## config.mk

```make
export PLATFORM = sky130hd
export DESIGN_NAME = booths_multiplication
export DESIGN_NICKNAME = d
export VERILOG_FILES = /design/src/rtl/booths_multiplication.sv
export SDC_FILE = /design/constraint.sdc
export NUM_CORES = 1
export LEC_CHECK = 0
export ABC_CLOCK_PERIOD_IN_PS = 2800
export CAP_MARGIN = 10
export CORE_MARGIN = 10
export CORE_UTILIZATION = 45
export DETAILED_ROUTE_END_ITERATION = 7
export GPL_TIMING_DRIVEN = 0
export PLACE_DENSITY = 0.77
export SYNTH_ARGS = -nofsm -noshare
export SYNTH_HDL_FRONTEND = slang
export SYNTH_SLANG_ARGS = --single-unit
```

## constraint.sdc

```tcl
create_clock -name clk -period 2.8 [get_ports clk]
set_input_delay 0.7 -clock clk [delete_from_list [all_inputs] [get_ports clk]]
set_output_delay 0.7 -clock clk [all_outputs]
set_load 0.005 [all_outputs]
```

## src/rtl/booths_multiplication.sv

```systemverilog
// Sequential signed multiplier using radix-2 Booth recoding, one step per clock.
// Product valid N cycles after accept; start is ignored while busy (no queuing).
module booths_multiplication #(
  parameter int N = 4
) (
  input  logic signed [N-1:0]   M,
  input  logic signed [N-1:0]   Q,
  input  logic                  clk,
  input  logic                  reset,
  input  logic                  start,
  output logic signed [2*N-1:0] Y,
  output logic                  valid
);

  localparam int CW = $clog2(N + 1);

  typedef enum logic [1:0] {IDLE, RUN, DONE} state_t;

  state_t        state, state_next;
  logic [N-1:0]  m_reg;
  logic [N-1:0]  q_reg;
  logic [N:0]    acc;
  logic          q_m1;
  logic [CW-1:0] count;

  logic [N:0]    m_ext;
  logic [N:0]    sum;
  logic [N:0]    acc_step;
  logic [N-1:0]  q_step;
  logic          last_step;

  // One extra accumulator bit keeps -M exact when M is the most negative value.
  always_comb begin
    m_ext = {m_reg[N-1], m_reg};
    case ({q_reg[0], q_m1})
      2'b01:   sum = acc + m_ext;
      2'b10:   sum = acc - m_ext;
      default: sum = acc;
    endcase
    acc_step  = {sum[N], sum[N:1]};
    q_step    = {sum[0], q_reg[N-1:1]};
    last_step = (count == CW'(1));
  end

  always_comb begin
    state_next = state;
    valid      = 1'b0;
    case (state)
      IDLE: if (start) state_next = RUN;
      RUN:  if (last_step) state_next = DONE;
      DONE: begin
        valid      = 1'b1;
        state_next = IDLE;
      end
      default: state_next = IDLE;
    endcase
  end

  always_ff @(posedge clk) begin
    if (reset) begin
      state <= IDLE;
      m_reg <= '0;
      q_reg <= '0;
      acc   <= '0;
      q_m1  <= 1'b0;
      count <= '0;
      Y     <= '0;
    end else begin
      state <= state_next;
      case (state)
        IDLE: begin
          if (start) begin
            m_reg <= M;
            q_reg <= Q;
            acc   <= '0;
            q_m1  <= 1'b0;
            count <= CW'(N);
          end
        end
        RUN: begin
          acc   <= acc_step;
          q_reg <= q_step;
          q_m1  <= q_reg[0];
          count <= count - CW'(1);
          if (last_step) Y <= {acc_step[N-1:0], q_step};
        end
        default: ;
      endcase
    end
  end

endmodule

```

==> impl_metrics.json <==
{
  "postLayoutCellArea_um2": 1570,
  "critical_path.n_buffers_inverters": 1,
  "root_buffer": "clkbuf_4",
  "placed_cell_area_um2": 1520,
  "drive_gt1_share_pct": 5.41,
  "first_pass_iters": 4,
  "skew_ns": 0.00149,
  "syn_to_final_growth_pct": 20.9,
  "crit_path_cell_trace": "inv_1 -> ha_1 -> mux2_2 -> fa_1 -> nand2b_1 -> a21oi_2 -> xnor2_1 -> or3_1 -> a311oi_1",
  "htreeDepth": 1,
  "grt_pass1_vias": 1180,
  "wl_met1_um": 1210,
  "whs_path_depth": 2,
  "syn_nets": 183,
  "numCtsBuffers": 3,
  "ant_nets": 0,
  "grt_pass1_wl_um": 4930,
  "avgSynthCellArea_um2": 7.95,
  "yosys_register_bits": 26,
  "setup_tns_ns": 0,
  "chipWidth_um": 73.7,
  "hpwl_um": 2380,
  "cts-resized-gates": 0,
  "cts_setup_buffers": 0,
  "crit_family": "adder cells",
  "vias_per_cell": 5.35,
  "hp-class": "reg -> reg",
  "finalHoldViolations": 0,
  "power_leakage_nw": 0.565,
  "hold_buffers": 0,
  "criticalPathCategory": "reg -> reg",
  "ys_seq_area_share_pct": 40.2,
  "register_area_um2": 520,
  "synth.most_common_cell": "nand2_1",
  "rows": 19,
  "synth_top_cell_by_area": "dfxtp_1",
  "layout.nets": 206,
  "powerDensity_nw_per_um2": 545,
  "core_area_um2": 2760,
  "critPathMaxStageDelay_ns": 0.43,
  "fillers": 271,
  "status": "finished, final reports clean",
  "clkTransAtPathRegs_ns": 0.14,
  "grt_usage_pct": 11.0,
  "num_antenna_cells": 0,
  "worst_slew_pin_slew_ns": 0.506,
  "synthTopCellsByCount": "nand2_1, dfxtp_1, a21oi_1",
  "ys_types": 30,
  "dr.first_iter.drc_count": 79,
  "top_register": "Y",
  "syn_area_um2": 1300,
  "yosysWarnings": 0,
  "slew_headroom_pct": 66.3,
  "synthTopCellsByArea": "dfxtp_1, nand2_1, ha_1, a21oi_1, nor2_1",
  "die_y_um": 73.7,
  "reg2reg_to": "Y[7]",
  "start_kind": "flop",
  "regToRegSetupSlack_ns": 0.22,
  "period_share_pct": 92.1,
  "setup_viol": 0,
  "endpoint_kind": "flop",
  "cp_data_arrival_time_ns": 2.82,
  "cts_sinks": 26,
  "cp_max_fo": 4,
  "grt-ovfl-total": 0,
  "multi_input_area_um2": 706,
  "slowest_stage": "fa_1",
  "synth_edf_count": 0,
  "drc_errors": 0,
  "cts.path.max_buffers": 2,
  "dieArea_um2": 5430,
  "vias": 1155,
  "netlist.area_leader.share_pct": 40.2,
  "grt_max_degree": 16,
  "cap_violations": 0,
  "r2r_cells": 9,
  "r2r_start": "m_reg[0]",
  "wl_met2_um": 1550,
  "max_freq_mhz": 388,
  "ir_worst_vdd_mv": 0.399,
  "rsz0062_at_grt": "no",
  "largest_reg_flops": 8,
  "ys.flop_type": "dfxtp_1",
  "worstPathRequired_ns": 3.04,
  "ios": 20,
  "cts_tree": "yes",
  "synth_cells": 163,
  "place.gp.congestion": 0.828,
  "antenna_found_initial": 0,
  "period_needed_ns": 2.58,
  "route.met3.wl_um": 190,
  "ys_async_sr_fraction_pct": 0,
  "wire_per_inst_um": 13.7,
  "power_w": 0.000855,
  "hold_path.startpoint": "Y[4]",
  "initial_utilization_pct": 47.0,
  "place.port_buffers": 18,
  "wirelength_um": 2960,
  "drv_slew": 0,
  "clk_latency_ns": 0.32,
  "holdPathEnd": "Y[4]",
  "top_layer": "met4"
}
cells by family (layout without fill, tap and decap cells):
logic type | count (synthesis) | count (layout) | share of synthesized area (%)
AOI/OAI and AO/OA | 37 | 37 | 17.3
xor gates and xnor gates | 5 | 5 | 3.38
adders and majority gates | 9 | 9 | 9.27
buffers and inverters | 18 | 40 | 5.40
DFF | 26 | 26 | 40.2
muxes | 3 | 3 | 2.41
and+or+nand+nor | 65 | 65 | 22.1
power breakdown:
| group | internal (W) | switching [W] | leakage (nW) |
|---|---|---|---|
| Clock | 0.000145 | 0.000112 | 0.0279 |
| Sequential | 0.000390 | 0.0000157 | 0.212 |
| Combinational | 0.0000862 | 0.000106 | 0.325 |
cells in the final DEF, fill, tap and decap left out, types with 4 or more instances in the layout:
| master | count |
|---|---|
| nand2_1 | 30 |
| dfxtp_1 | 26 |
| a21oi_1 | 19 |
| clkdlybuf4s50_1 | 18 |
| nor2_1 | 16 |
| inv_1 | 9 |
| ha_1 | 8 |
| clkbuf_1 | 6 |
| nor2b_1 | 4 |
| nand2b_1 | 4 |
| o21ai_0 | 4 |
| nand3_1 | 4 |
| a22oi_1 | 4 |
tightest hold or removal path, delay by kind of cell (launching register included):
kind | cells | cell delay [ns]
DFF | 1 | 0.34
and+or+nand+nor | 1 | 0.05
AOI/OAI and AO/OA | 1 | 0.05
routing by layer:
layer  track usage (%)  vias up
met5                 0        -
met3              2.56        2
li1                  -      591
met1              12.1      532
met2              20.0       30
met4              3.52        0
cell type report:
class	count	share of cell area [%]
clock buffer	3	1.44
tap	31	2.47
sequential	26	33.2
buffer	9	2.31
clock inverter	1	1.92
timing repair buffer	18	11.5
multi-input combinational	119	45.0
inverter	9	2.15
metrics by stage:
step | util, % | hold WS, ns | worst slack, ns | cells
6_report | 56.9 | 0.469 | 0.220 | 216
5_1_grt | 56.9 | 0.500 | 0.0527 | 216
4_1_cts | 56.9 | 0.473 | 0.209 | 216
3_5_place_dp | 54.9 | 0.453 | 0.271 | 212
3_3_place_gp | 54.9 | 0.445 | 0.282 | 212
2_1_floorplan | - | 0.445 | 0.443 | 163
worst max-delay path by stage:
stage	from	to	slack (ns)	depth (start not counted)
floorplan	m_reg[0]	Y[7]	0.44	9
global placement	m_reg[0]	Y[7]	0.28	9
detailed placement	m_reg[0]	Y[7]	0.27	9
CTS	m_reg[0]	Y[7]	0.21	9
global route	m_reg[0]	Y[7]	0.05	9
finish	m_reg[0]	Y[7]	0.22	9
Power figures use the tool's default switching activity.
